File: src/rtl/mem_access_ctrl.sv
// Load/store memory access controller: IDLE/ACCESS/RESP handshake with timeout, lane extraction and byte enables.
// Optional feature: define LOAD_SIGN_EXT_EN to honour req_signed on byte/halfword loads.
module mem_access_ctrl #(
  parameter int unsigned TIMEOUT_CYCLES = 15
) (
  input  logic        clk,
  input  logic        reset,
  input  logic        req_valid,
  input  logic        req_write,
  input  logic [31:0] req_addr,
  input  logic [31:0] req_wdata,
  input  logic [1:0]  req_size,
  input  logic        req_signed,
  output logic        stall,
  output logic [31:0] load_data,
  output logic        load_valid,
  output logic        misaligned,
  output logic        timeout_err,
  output logic        mem_req,
  output logic        mem_we,
  output logic [31:0] mem_addr,
  output logic [31:0] mem_wdata,
  output logic [3:0]  mem_be,
  input  logic [31:0] mem_rdata,
  input  logic        mem_ack
);

  typedef enum logic [1:0] {IDLE = 2'd0, ACCESS = 2'd1, RESP = 2'd2} state_t;

  localparam logic [7:0] LAST_WAIT = 8'(TIMEOUT_CYCLES - 1);

  state_t      state_r;
  logic [7:0]  wait_cnt_r;
  logic [1:0]  lane_r;
  logic [1:0]  size_r;
  logic        write_r;
  logic        aligned_s;
  logic        sign_s;
  logic [7:0]  byte_s;
  logic [15:0] half_s;
  logic [31:0] load_ext_s;
  logic [3:0]  store_be_s;
  logic [31:0] store_data_s;

`ifdef LOAD_SIGN_EXT_EN
  logic signed_r;
  assign sign_s = signed_r;
`else
  logic unused_s;
  assign unused_s = req_signed;
  assign sign_s   = 1'b0;
`endif

  // Alignment check and store lane steering for the incoming request
  always_comb begin
    aligned_s    = 1'b0;
    store_be_s   = 4'b1111;
    store_data_s = req_wdata;
    case (req_size)
      2'd1: begin
        aligned_s    = (req_addr[0] == 1'b0);
        store_be_s   = req_addr[1] ? 4'b1100 : 4'b0011;
        store_data_s = {2{req_wdata[15:0]}};
      end
      2'd2: begin
        aligned_s    = 1'b1;
        store_be_s   = 4'b0001 << req_addr[1:0];
        store_data_s = {4{req_wdata[7:0]}};
      end
      default: begin
        aligned_s    = (req_addr[1:0] == 2'b00);
        store_be_s   = 4'b1111;
        store_data_s = req_wdata;
      end
    endcase
  end

  // Load lane extraction from the returned word, using the latched request
  always_comb begin
    byte_s = mem_rdata[{lane_r, 3'b000} +: 8];
    half_s = mem_rdata[{lane_r[1], 4'b0000} +: 16];
    case (size_r)
      2'd2:    load_ext_s = {{24{sign_s & byte_s[7]}}, byte_s};
      2'd1:    load_ext_s = {{16{sign_s & half_s[15]}}, half_s};
      default: load_ext_s = mem_rdata;
    endcase
  end

  // Held low during reset so the pipeline is never frozen by a stale request
  assign stall = ~reset & (((state_r == IDLE) & req_valid & aligned_s) | (state_r == ACCESS));

  // Controller FSM with all memory-side and status outputs registered
  always_ff @(posedge clk or posedge reset) begin
    if (reset) begin
      state_r     <= IDLE;
      wait_cnt_r  <= 8'd0;
      lane_r      <= 2'd0;
      size_r      <= 2'd0;
      write_r     <= 1'b0;
`ifdef LOAD_SIGN_EXT_EN
      signed_r    <= 1'b0;
`endif
      load_data   <= 32'd0;
      load_valid  <= 1'b0;
      misaligned  <= 1'b0;
      timeout_err <= 1'b0;
      mem_req     <= 1'b0;
      mem_we      <= 1'b0;
      mem_addr    <= 32'd0;
      mem_wdata   <= 32'd0;
      mem_be      <= 4'd0;
    end else begin
      load_valid  <= 1'b0;
      misaligned  <= 1'b0;
      timeout_err <= 1'b0;
      case (state_r)
        IDLE: begin
          if (req_valid && aligned_s) begin
            state_r    <= ACCESS;
            wait_cnt_r <= 8'd0;
            lane_r     <= req_addr[1:0];
            size_r     <= req_size;
            write_r    <= req_write;
`ifdef LOAD_SIGN_EXT_EN
            signed_r   <= req_signed;
`endif
            mem_req    <= 1'b1;
            mem_we     <= req_write;
            mem_addr   <= {req_addr[31:2], 2'b00};
            mem_wdata  <= req_write ? store_data_s : 32'd0;
            mem_be     <= req_write ? store_be_s : 4'b1111;
          end else if (req_valid) begin
            misaligned <= 1'b1;
          end else begin
            state_r <= IDLE;
          end
        end
        ACCESS: begin
          // An ack arriving on the final allowed cycle still completes the access
          if (mem_ack) begin
            state_r <= RESP;
            mem_req <= 1'b0;
            mem_we  <= 1'b0;
            if (!write_r) begin
              load_data  <= load_ext_s;
              load_valid <= 1'b1;
            end else begin
              load_valid <= 1'b0;
            end
          end else if (wait_cnt_r == LAST_WAIT) begin
            state_r     <= IDLE;
            mem_req     <= 1'b0;
            mem_we      <= 1'b0;
            timeout_err <= 1'b1;
          end else begin
            wait_cnt_r <= wait_cnt_r + 8'd1;
          end
        end
        RESP:    state_r <= IDLE;
        default: state_r <= IDLE;
      endcase
    end
  end

endmodule

File: config.mk
export PLATFORM = sky130hd
export DESIGN_NAME = mem_access_ctrl
export DESIGN_NICKNAME = d
export VERILOG_FILES = /design/src/rtl/mem_access_ctrl.sv
export SDC_FILE = /design/constraint.sdc
export NUM_CORES = 1
export LEC_CHECK = 0
export CORE_MARGIN = 2
export CORE_UTILIZATION = 48
export CTS_CLUSTER_SIZE = 8
export DETAILED_ROUTE_END_ITERATION = 8
export PLACE_DENSITY = 0.86
export SYNTH_ARGS = -nofsm -noshare
export SYNTH_HDL_FRONTEND = slang
export SYNTH_SLANG_ARGS = --single-unit
export TNS_END_PERCENT = 20
File: constraint.sdc
create_clock -name clk -period 9.5 [get_ports clk]
set_input_delay 0.95 -clock clk [delete_from_list [all_inputs] [get_ports clk]]
set_output_delay 0.95 -clock clk [all_outputs]
set_load 0.005 [all_outputs]
==> results.cfg <==
[setup_path]
regToRegSetupSlack_ps = 6820
slowest_delay_ps = 770
crit_type = input port to primary output
critical_path_peak_fanout = 87
cp.required_ps = 8550
cpMostUsedCell = clkdlybuf4s50_1
r2r-start = state_r[0]$_DFFE_PP0P_
arrival_ps = 4150
regToRegEndpoint = load_data[11]$_DFFE_PP0P_
rr_worst_depth = 6
critPathCaptureType = primary output
cp_cell_sequence = clkdlybuf4s50_1 -> inv_1 -> ha_1 -> nand2b_1 -> a2111o_1 -> and2_4 -> a21oi_2 -> clkdlybuf4s50_1
slowest_stage = ha_1
startpoint_type = input port

[worst_hold_path]
hold_end = mem_wdata[5]$_DFFE_PP0P_
min_path_cells = 2
worstHoldPathType = flip-flop to flip-flop
min-delay-start = mem_wdata[5]$_DFFE_PP0P_

[power_and_ir_drop]
irDropWorstVdd_mv = 0.1550
seqPwrFrac = 0.359
intPower_uw = 1524
power_frac_comb = 0.346
power-per-cell-area_nw_per_um2 = 266.2
leakagePower_uw = 0.003744
power_uw = 2185
swShare = 0.3026
power_switching_uw = 661.1
pwr-share-clk = 0.295

[detailed_routing]
routed_via_density = 5.530
wl_per_cell_um = 17.63
ant_nets = 0
dr.pass1.iters = 5
drc_errors = 0
routed_wl_mm = 17.04
drt_iter0_drc = 325
vias = 5342

[sta]
rsz0062_at_grt = false
hold_viol = 0
setup_viol = 0
fin_skew_ps = 6.533
slew_headroom = 0.2211
tns_ps = 0
drv_slew = 0
timing.fmax_ghz = 0.1961
period_minus_slack_ps = 5099
finalCritPeriodShare = 0.5367
tightestPinTransition_ps = 1164

[clocking]
post_cts_buffers = 0
cts_resized = 0
cts-htree-levels = 4
numCtsBuffers = 17
cts_sinks = 118
cts_root_buf = clkbuf_16
cts_tree = done
insertion_delay_ps = 420
cts_hold_buf = 0
clk_pin_slew_ps = 50
cts_buffer_depth = 2

[synthesis]
synth.area.top_cells = dfrtp_1, nand2_1, o21ai_0
synth_area_per_cell_sq_um = 8.910
ys_async_sr_fraction = 1.000
synth_cell_types = 45
ys.flop_type = dfrtp_1
ys_warn_count = 0
synth_seq_cells = 118
synth_area_leader_cell = dfrtp_1
seq_area_frac_synth = 0.5286
synth_top_area_frac = 0.5286
synth_edf_count = 0
syn_area_sq_um = 5587
syn_inst = 627

[grt]
grt_first_pass_wirelength_mm = 27.26
grt.total_usage = 0.2755
grt_pass1_vias = 5455
grt_max_degree = 89
globalRouteOverflowTotal = 0
antenna_found_initial = 0

[placement]
dpl_cell_area_sq_um = 7612
gp_congestion = 0.8610
dp_hpwl_mm = 11.80
port_buffers = 206

[layout]
final_area_sq_um = 8205
finalNetCount = 920
n_antenna_cell = 0
nFillCells = 858
drive_above_1_share = 0.05468
area_growth_pct = 46.88

[floorplanning]
die_x_um = 111.9
dieArea_sq_um = 12520
core-area_sq_um = 11370
rows = 39
initial_core_util = 0.4914
die_y_um = 111.9
io_pins = 210

[run_status]
outcome = complete, no violations

[job]
cap_viol_max_count = 0
[layout by cell type, fill, tap and decap left out, types with 6 or more instances in the layout]
| master | instances |
|---|---|
| dfrtp_1 | 118 |
| a31oi_1 | 9 |
| nor2_1 | 21 |
| nand3_1 | 35 |
| mux2_2 | 8 |
| o21ai_0 | 53 |
| ha_1 | 6 |
| o31ai_1 | 8 |
| inv_1 | 10 |
| nor2b_1 | 17 |
| clkdlybuf4s50_1 | 206 |
| a21oi_1 | 11 |
| mux2i_1 | 17 |
| nand2_1 | 216 |
| a221oi_1 | 16 |
| clkbuf_16 | 17 |
[worst max-delay path by stage]
| stage | startpoint | end | slack, ps |
|---|---|---|---|
| 5_1_grt | req_size[0] | stall | 4140 |
| 4_1_cts | req_size[0] | stall | 4360 |
| 3_3_place_gp | req_size[0] | stall | 4440 |
| 2_1_floorplan | reset | lane_r[0]$_DFFE_PP0P_ | 5420 |
| 6_report | req_size[0] | stall | 4400 |
| 3_5_place_dp | req_size[0] | stall | 4360 |
[cells by family after synthesis]
logic type	after synthesis	synth area share
adders and majority gates	6	0.01344
buffers and inverters	57	0.05084
xor gates and xnor gates	5	0.007838
other	1	0.0006712
and+or+nand+nor	310	0.2365
AOI/OAI and AO/OA	104	0.1135
DFF	118	0.5286
muxes	26	0.04860
[critical path, delay by kind of cell]
family | cells | cell delay, ps
AO/OA/AOI/OAI | 2 | 420
buffers and inverters | 3 | 1030
AND/OR/NAND/NOR | 2 | 960
adder cells (fa/ha/maj) | 1 | 770
[through the flow]
stage | setup slack [ps] | cells | utilization | hold WS (ps)
2_1_floorplan | 5421 | 628 | - | 439.8
3_3_place_gp | 4438 | 934 | 0.6695 | 450.6
3_5_place_dp | 4364 | 934 | 0.6695 | 457.3
4_1_cts | 4362 | 966 | 0.7217 | 471.1
5_1_grt | 4142 | 966 | 0.7217 | 495.9
6_report | 4401 | 966 | 0.7217 | 471.2
[power groups by stage]
| stage | clock, uW | sequential, uW | combinational [uW] |
|---|---|---|---|
| 2_1_floorplan | 0 | 776 | 312 |
| 3_3_place_gp | 0 | 777 | 722 |
| 3_5_place_dp | 0 | 789 | 749 |
| 4_1_cts | 649 | 784 | 757 |
| 5_1_grt | 671 | 804 | 823 |
| 6_report | 645 | 784 | 755 |
[synthesized netlist by cell type (2+ instances only)]
| library cell | number |
|---|---|
| nor2b_1 | 17 |
| a21oi_1 | 11 |
| nand3b_1 | 2 |
| a31oi_1 | 9 |
| mux2i_1 | 17 |
| inv_1 | 11 |
| nand4_1 | 3 |
| o21ai_0 | 53 |
| buf_4 | 2 |
| buf_1 | 5 |
| mux2_2 | 8 |
| nand2_1 | 217 |
| ha_1 | 6 |
| nor2_1 | 21 |
| xnor2_1 | 5 |
| clkbuf_1 | 18 |
| buf_6 | 6 |
| buf_2 | 13 |
| a221oi_1 | 16 |
| nand3_1 | 35 |
| dfrtp_1 | 118 |
| or3_1 | 2 |
| nand2b_1 | 3 |
| o31ai_1 | 8 |
[state kept, by name, indices dropped and copies added (netlist names)]
| name | count |
|---|---|
| load_data | 32 |
| state_r | 2 |
| size_r | 2 |
| timeout_err | 1 |
| misaligned | 1 |
| wait_cnt_r | 8 |
| load_valid | 1 |
| mem_req | 1 |
| mem_we | 1 |
| mem_be | 4 |
| mem_wdata | 32 |
| lane_r | 2 |
| write_r | 1 |
| mem_addr | 30 |
[area by class of cell]
class / count / area, sq um / share of cell area
flip-flops and latches: 118 / 2953 / 0.3599
clock buffers: 23 / 467.9 / 0.05703
repair buffers: 208 / 2077 / 0.2531
inverters: 12 / 47.55 / 0.005794
multi-input cells: 453 / 2356 / 0.2871
clock inverters: 9 / 125.1 / 0.01525
well taps: 143 / 178.9 / 0.02181
[routing by layer]
layer	part of all wire	global-route usage
met4	0.034	0.1267
met1	0.37	0.3145
met3	0.091	0.1002
met2	0.50	0.4630
met5	0	0
Power figures use the tool's default switching activity.
